==> config.mk <==
export PLATFORM = sky130hd
export DESIGN_NAME = flag_request_queue
export DESIGN_NICKNAME = d
export VERILOG_FILES = /design/src/rtl/flag_request_queue.sv
export SDC_FILE = /design/constraint.sdc
export NUM_CORES = 1
export LEC_CHECK = 0
export CAP_MARGIN = 5
export CORE_AREA = 2 2 44 46
export CTS_CLUSTER_SIZE = 30
export DETAILED_ROUTE_END_ITERATION = 12
export DIE_AREA = 0 0 46 48
export PLACE_DENSITY_LB_ADDON = 0.3
export SYNTH_ARGS = -nofsm -noshare
export SYNTH_HDL_FRONTEND = slang
export SYNTH_SLANG_ARGS = --single-unit
export TNS_END_PERCENT = 10
==> constraint.sdc <==
create_clock -name CLK -period 5.4 [get_ports CLK]
set_input_delay 1.35 -clock CLK [delete_from_list [all_inputs] [get_ports CLK]]
set_output_delay 1.35 -clock CLK [all_outputs]
set_load 0.005 [all_outputs]
==> src/rtl/flag_request_queue.sv <==
// flag_request_queue: counts request pulses and issues them one at a time as
// single-cycle flags into a flag/ack crossing, only while it reports not-busy.
// Tracks backlog depth and a sticky overflow for requests lost to saturation.
module flag_request_queue #(
  parameter int CNT_WIDTH = 8
) (
  input  logic                 CLK,
  input  logic                 RESET,
  input  logic                 PULSE_IN,
  input  logic                 BUSY_IN,
  input  logic                 CLEAR_OVERFLOW,
  output logic                 FLAG_OUT,
  output logic [CNT_WIDTH-1:0] PENDING,
  output logic                 EMPTY,
  output logic                 OVERFLOW
);

  typedef enum logic [1:0] {
    IDLE  = 2'd0,
    FIRE  = 2'd1,
    GUARD = 2'd2
  } state_t;

  localparam logic [CNT_WIDTH-1:0] CNT_MAX  = {CNT_WIDTH{1'b1}};
  localparam logic [CNT_WIDTH-1:0] CNT_ZERO = {CNT_WIDTH{1'b0}};
  localparam logic [CNT_WIDTH-1:0] CNT_ONE  = CNT_WIDTH'(1);

  state_t               state_r;
  logic                 flag_r;
  logic [CNT_WIDTH-1:0] pending_r;
  logic                 empty_r;
  logic                 overflow_r;

  logic                 issue_s;
  logic                 drop_s;
  logic [CNT_WIDTH-1:0] pending_next_s;

  // Decide whether a flag is issued this edge; the IDLE gate on BUSY_IN also
  // protects against a double issue right after a reset.
  always_comb begin
    issue_s = 1'b0;
    if ((state_r == IDLE) && (pending_r != CNT_ZERO) && !BUSY_IN) begin
      issue_s = 1'b1;
    end else begin
      issue_s = 1'b0;
    end
  end

  // Next backlog value: a simultaneous request and issue cancel out, and a
  // request arriving at full backlog is dropped and recorded as an overflow.
  always_comb begin
    pending_next_s = pending_r;
    drop_s         = 1'b0;
    case ({PULSE_IN, issue_s})
      2'b10: begin
        if (pending_r == CNT_MAX) begin
          pending_next_s = pending_r;
          drop_s         = 1'b1;
        end else begin
          pending_next_s = pending_r + CNT_ONE;
          drop_s         = 1'b0;
        end
      end
      2'b01: begin
        pending_next_s = pending_r - CNT_ONE;
        drop_s         = 1'b0;
      end
      default: begin
        pending_next_s = pending_r;
        drop_s         = 1'b0;
      end
    endcase
  end

  // Issue FSM: one flag cycle, then one guard cycle that ignores BUSY_IN
  // while the crossing's busy indication catches up.
  always_ff @(posedge CLK) begin
    if (RESET) begin
      state_r <= IDLE;
      flag_r  <= 1'b0;
    end else begin
      case (state_r)
        IDLE: begin
          if (issue_s) begin
            state_r <= FIRE;
            flag_r  <= 1'b1;
          end else begin
            state_r <= IDLE;
            flag_r  <= 1'b0;
          end
        end
        FIRE: begin
          state_r <= GUARD;
          flag_r  <= 1'b0;
        end
        GUARD: begin
          state_r <= IDLE;
          flag_r  <= 1'b0;
        end
        default: begin
          state_r <= IDLE;
          flag_r  <= 1'b0;
        end
      endcase
    end
  end

  // Backlog counter, its registered empty indication, and sticky overflow
  // where a drop in the same cycle as a clear keeps the flag set.
  always_ff @(posedge CLK) begin
    if (RESET) begin
      pending_r  <= CNT_ZERO;
      empty_r    <= 1'b1;
      overflow_r <= 1'b0;
    end else begin
      pending_r <= pending_next_s;
      empty_r   <= (pending_next_s == CNT_ZERO);
      if (drop_s) begin
        overflow_r <= 1'b1;
      end else if (CLEAR_OVERFLOW) begin
        overflow_r <= 1'b0;
      end else begin
        overflow_r <= overflow_r;
      end
    end
  end

  assign FLAG_OUT = flag_r;
  assign PENDING  = pending_r;
  assign EMPTY    = empty_r;
  assign OVERFLOW = overflow_r;

endmodule
# Yosys cells after proc, flatten, opt, wreduce, memory -nomap -nowiden
# Cells that the tools add are included.
[totals]
regBits = 13
word_cells = 30
[classes]
bitwise_logic = 1
muxes = 10
add_sub_neg = 2
eq_ne = 4
reduce_logical = 8
[op_table]
columns = ["op", "n"]
rows = [
  ["$pmux 8 s2", 1],
  ["$add 8x1->8 const B", 1],
  ["$eq 8x8->1 const B", 1],
  ["$logic_not 8->1", 1],
  ["$mux 8", 1],
  ["$reduce_bool 8->1", 1],
  ["$sub 8x1->8 const B", 1],
  ["$mux 1", 7],
  ["$eq 2x1->1 const B", 2],
  ["$pmux 2 s2", 1],
  ["$eq 2x2->1 const B", 1],
  ["$logic_and 1x1->1", 2],
  ["$logic_not 2->1", 1],
  ["$reduce_bool 2->1", 1],
  ["$reduce_or 2->1", 1],
  ["$logic_not 1->1", 1],
  ["$not 1->1", 1],
]

# Depth between registers and ports, before layout
[logic_depth]
depth_word = 7
depth_mapped = 14
depth_no_buf = 12

# Worst setup path after synthesis
# OpenSTA, ideal clock, no wires.
[synth_timing]
path_kind = "input-to-reg"
from = "input port BUSY_IN"
to = "register empty_r (netlist: EMPTY)"
cell_stages = 10
setup_ps = 87
arrival_time_ps = 3307
n_path_buf = 1
path_slack_ps = 2006
cell_sequence = "or4_1 -> inv_1 -> ha_1 -> clkbuf_1 -> nand3b_1 -> nor2_1 -> a221oi_1 -> o211a_1 -> nand4_1 -> o31ai_1"
[synth_via]
elab_chain_len = 6
word_cells_on_any_way = 7
[synth_lines]
columns = ["item", "line_no", "text"]
rows = [
  ["start: declaration", "10", "input logic BUSY_IN,"],
  ["$logic_not 1->1 *", "42", "if ((state_r == IDLE) && (pending_r != CNT_ZERO) && !BUSY_IN) begin"],
  ["$logic_and 1x1->1 *", "42", ""],
  ["$mux 1 *", "42", ""],
  ["via issue_s", "34", "logic issue_s;"],
  ["$eq 2x1->1 / $eq 2x2->1 (equally long branches)", "54", "case ({PULSE_IN, issue_s})"],
  ["$pmux 8 s2 *", "54", ""],
  ["$logic_not 8->1 *", "117", "empty_r <= (pending_next_s == CNT_ZERO);"],
  ["end signal: assignment", "117", ""],
  ["end: declaration", "31", "logic empty_r;"],
]
# Mark *: on every way through the listed nets, which the timed path passes. The rest lies on a longest branch.
# A chain may end at the register's enable or synchronous reset.

# Final worst setup path
# Same ends and word-level chain as after synthesis.

==> metrics.csv <==
stage,metric,value,unit
outcome,status,"complete, no violations",
timing,"Hold Violations, Final",0,
power,Peak VDD IR,0.327,mV
global_routing,overall routing resource usage,0.253,
power,Int Power,311,uW
drt,Top Metal Used,met4,
setup_path,CP Launch Point,BUSY_IN,
worst_hold_path,hold path start,state_r[1]$_SDFF_PP0_,
clock_network,postcts setup bufs,0,
setup_path,slowest cell on the critical path,or4_1,
setup_path,Top delay family on crit path,compound AO/OA/AOI/OAI gates,
drt,wire per inst,16.5,um
global_routing,global-route wire length before repair,3920,um
power,Flop pwr share,0.292,
floorplan,I/O pin count,16,
place,pre-CTS worst setup slack,1.42,ns
drt,routed vias/inst,6.67,
drt,Routed WL,2420,um
timing,Hold WS,0.447,ns
logic_synthesis,Synth area leaders,"dfxtp_1, ha_1, nor2_1",
floorplan,area of the die,0.00221,mm^2
clock_network,CTS Buf Count,3,
logic_synthesis,Post-synth EDFFs,0,
timing,# setup viols final,0,
global_routing,grt total ovfl,0,
setup_path,CP endpoint kind,register,
clock_network,H-tree depth,1,
setup_path,r2r startpoint,PENDING[0]$_SDFF_PP0_,
clock_network,CTS tree,yes,
timing,final period utilization,0.686,
layout,n_diodes,0,
setup_path,Setup CP Type,in -> reg,
setup_path,Worst Path Required,5.62,ns
clock_network,Root Driver,clkbuf_4,
timing,max-slew violation count,0,
timing,setup ws final,1.69,ns
clock_network,clock sinks,13,
timing,Max Fclk,270,MHz
place,Final HPWL DP,1780,um
clock_network,"Reg clk slew, reported paths",0.10,ns
layout,share of cells above drive strength 1,0.0615,
logic_synthesis,Mapped Cells,119,
power,Pleak,0.000414,uW
power,Power Total,570,uW
timing,worst-margin pin slew,0.516,ns
timing,worst clock skew,0.0181,ns
setup_path,critical path startpoint category,input port,
layout,area delta synth->final,17.3,%
logic_synthesis,syn avg cell area,7.66,um^2
layout,"most common cell after layout, fill and taps aside",clkdlybuf4s50_1,
global_routing,initial antenna violation count,0,
logic_synthesis,share of synthesized flip-flops with an asynchronous set or reset,0,
job,max-cap violation count,0,
power,clock group share of total power,0.114,
logic_synthesis,YS warnings,0,
setup_path,CP Data Arrival Time,3.93,ns
global_routing,vias in the first global route,859,
drt,DRC Markers,0,
clock_network,CTS Hold Buffers Added,0,
drt,metal3 WL,197,um
layout,final net count,141,
clock_network,clk_lat worst skew,0.30,ns
layout,fin cells,147,
power,switch share,0.454,
timing,fin crit period,3.71,ns
drt,met1 WL,1050,um
logic_synthesis,sequential share of the synthesized area,0.285,
drt,met2 wire len,1100,um
drt,Antenna Nets Post-Route,0,
logic_synthesis,Post-synth top flop,dfxtp_1,
setup_path,CP cell instances,clkdlybuf4s50_1 > or4_1 > inv_1 > ha_1 > nor2_1 > mux2_2 > a221oi_1 > o211a_1 > nand4_1 > o31ai_1,
drt,1st-pass router iterations,5,
power,Logic pwr share,0.594,
layout,most frequent cells in the layout,"clkdlybuf4s50_1, dfxtp_1, nor2_1",
setup_path,max incr delay on CP,0.59,ns
worst_hold_path,HP Class,reg -> reg,
setup_path,worst path bufs/invs,2,
floorplan,Starting Density,0.540,
global_routing,largest net degree at the start of global routing,17,
drt,number of vias in the routed layout,980,
floorplan,Die H,48,um
timing,Max transition margin,0.656,
logic_synthesis,post-synth net total,129,
clock_network,post-CTS sizing,0,
logic_synthesis,Mapped Area,912,um^2
floorplan,row cnt,15,
place,gp weighted congestion,0.930,
logic_synthesis,Cell variety after synth,42,
timing,RSZ-0062 raised after global routing,no,
floorplan,die width,46,um
logic_synthesis,#FFs+latches synth,13,
timing,setup_tns,0,ns
place,# port buffers,15,
power,pwr dens,533,mW/mm^2
setup_path,CP max FO,11,
clock_network,Longest Clk Path Bufs,2,
floorplan,Core Footprint,0.00169,mm^2
power,Switching Power,259,uW
logic_synthesis,leading area contributor after synthesis,dfxtp_1,
place,Placed Cells,143,
layout,Fillers,151,
logic_synthesis,share of the synthesized area in the top cell type,0.285,
drt,DR iter-0 viols,47,
## path summary, 6_finish.rpt
kind	end	slack (ns)	depth (start not counted)
hold reg to reg	state_r[1]$_SDFF_PP0_	0.45	1
setup / recovery	EMPTY$_SDFF_PP1_	1.69	10
setup reg to reg	EMPTY$_SDFF_PP1_	2.21	12
hold / removal	state_r[1]$_SDFF_PP0_	0.45	1
## cells in the mapped netlist (2+ instances only)
library cell	n
nor2_1	13
a221oi_1	2
nor3_1	2
o211a_1	2
a21oi_1	9
dfxtp_1	13
ha_1	5
and2_1	2
nor4_1	4
nand4_1	3
inv_1	7
nor4_2	2
o21ai_0	6
nand3_1	4
buf_2	2
a31oi_1	3
nand2_1	11
clkbuf_1	5
## cell families (layout without fill, tap and decap cells)
logic type	count (synthesis)	in the layout	share of synthesized area
AND/OR/NAND/NOR	50	50	0.302
flip-flops	13	13	0.285
multiplexers	3	3	0.0357
AO/OA/AOI/OAI	33	33	0.236
buffers and inverters	15	26	0.0727
adder cells (fa/ha/maj)	5	5	0.0686
## sequential cells by signal (all words and copies together), names as in the netlist
signal,flops
EMPTY,1
PENDING,8
state_r,2
FLAG_OUT,1
OVERFLOW,1
## cell type report
class                   count  area, um^2  area share
well taps                  17        21.3      0.0199
inverters                   7        26.3      0.0246
clock buffers               4        26.3      0.0246
multi-input cells          91         586       0.547
flip-flops and latches     13         260       0.243
repair buffers             15         150       0.140
## per-stage QoR
stage,instance area (um^2),utilization
2_1_floorplan,912,-
3_3_place_gp,1040,0.618
3_5_place_dp,1040,0.618
4_1_cts,1070,0.633
5_1_grt,1070,0.633
6_report,1070,0.633
## power by group through the flow
stage / clock network [uW] / registers, uW / logic [uW]
final: 64.8 / 167 / 339
after global routing: 71.0 / 172 / 376
after CTS: 64.5 / 166 / 334
after detailed placement: 0 / 168 / 333
after global placement: 0 / 167 / 330
after floorplan: 0 / 147 / 260
## per-layer routing
layer | global-route usage | vias to the layer above
met5 | 0 | -
met4 | 0.154 | 0
met2 | 0.369 | 60
li1 | - | 464
met3 | 0.0642 | 11
met1 | 0.332 | 445
No activity file was read; power rests on OpenSTA's default activity.
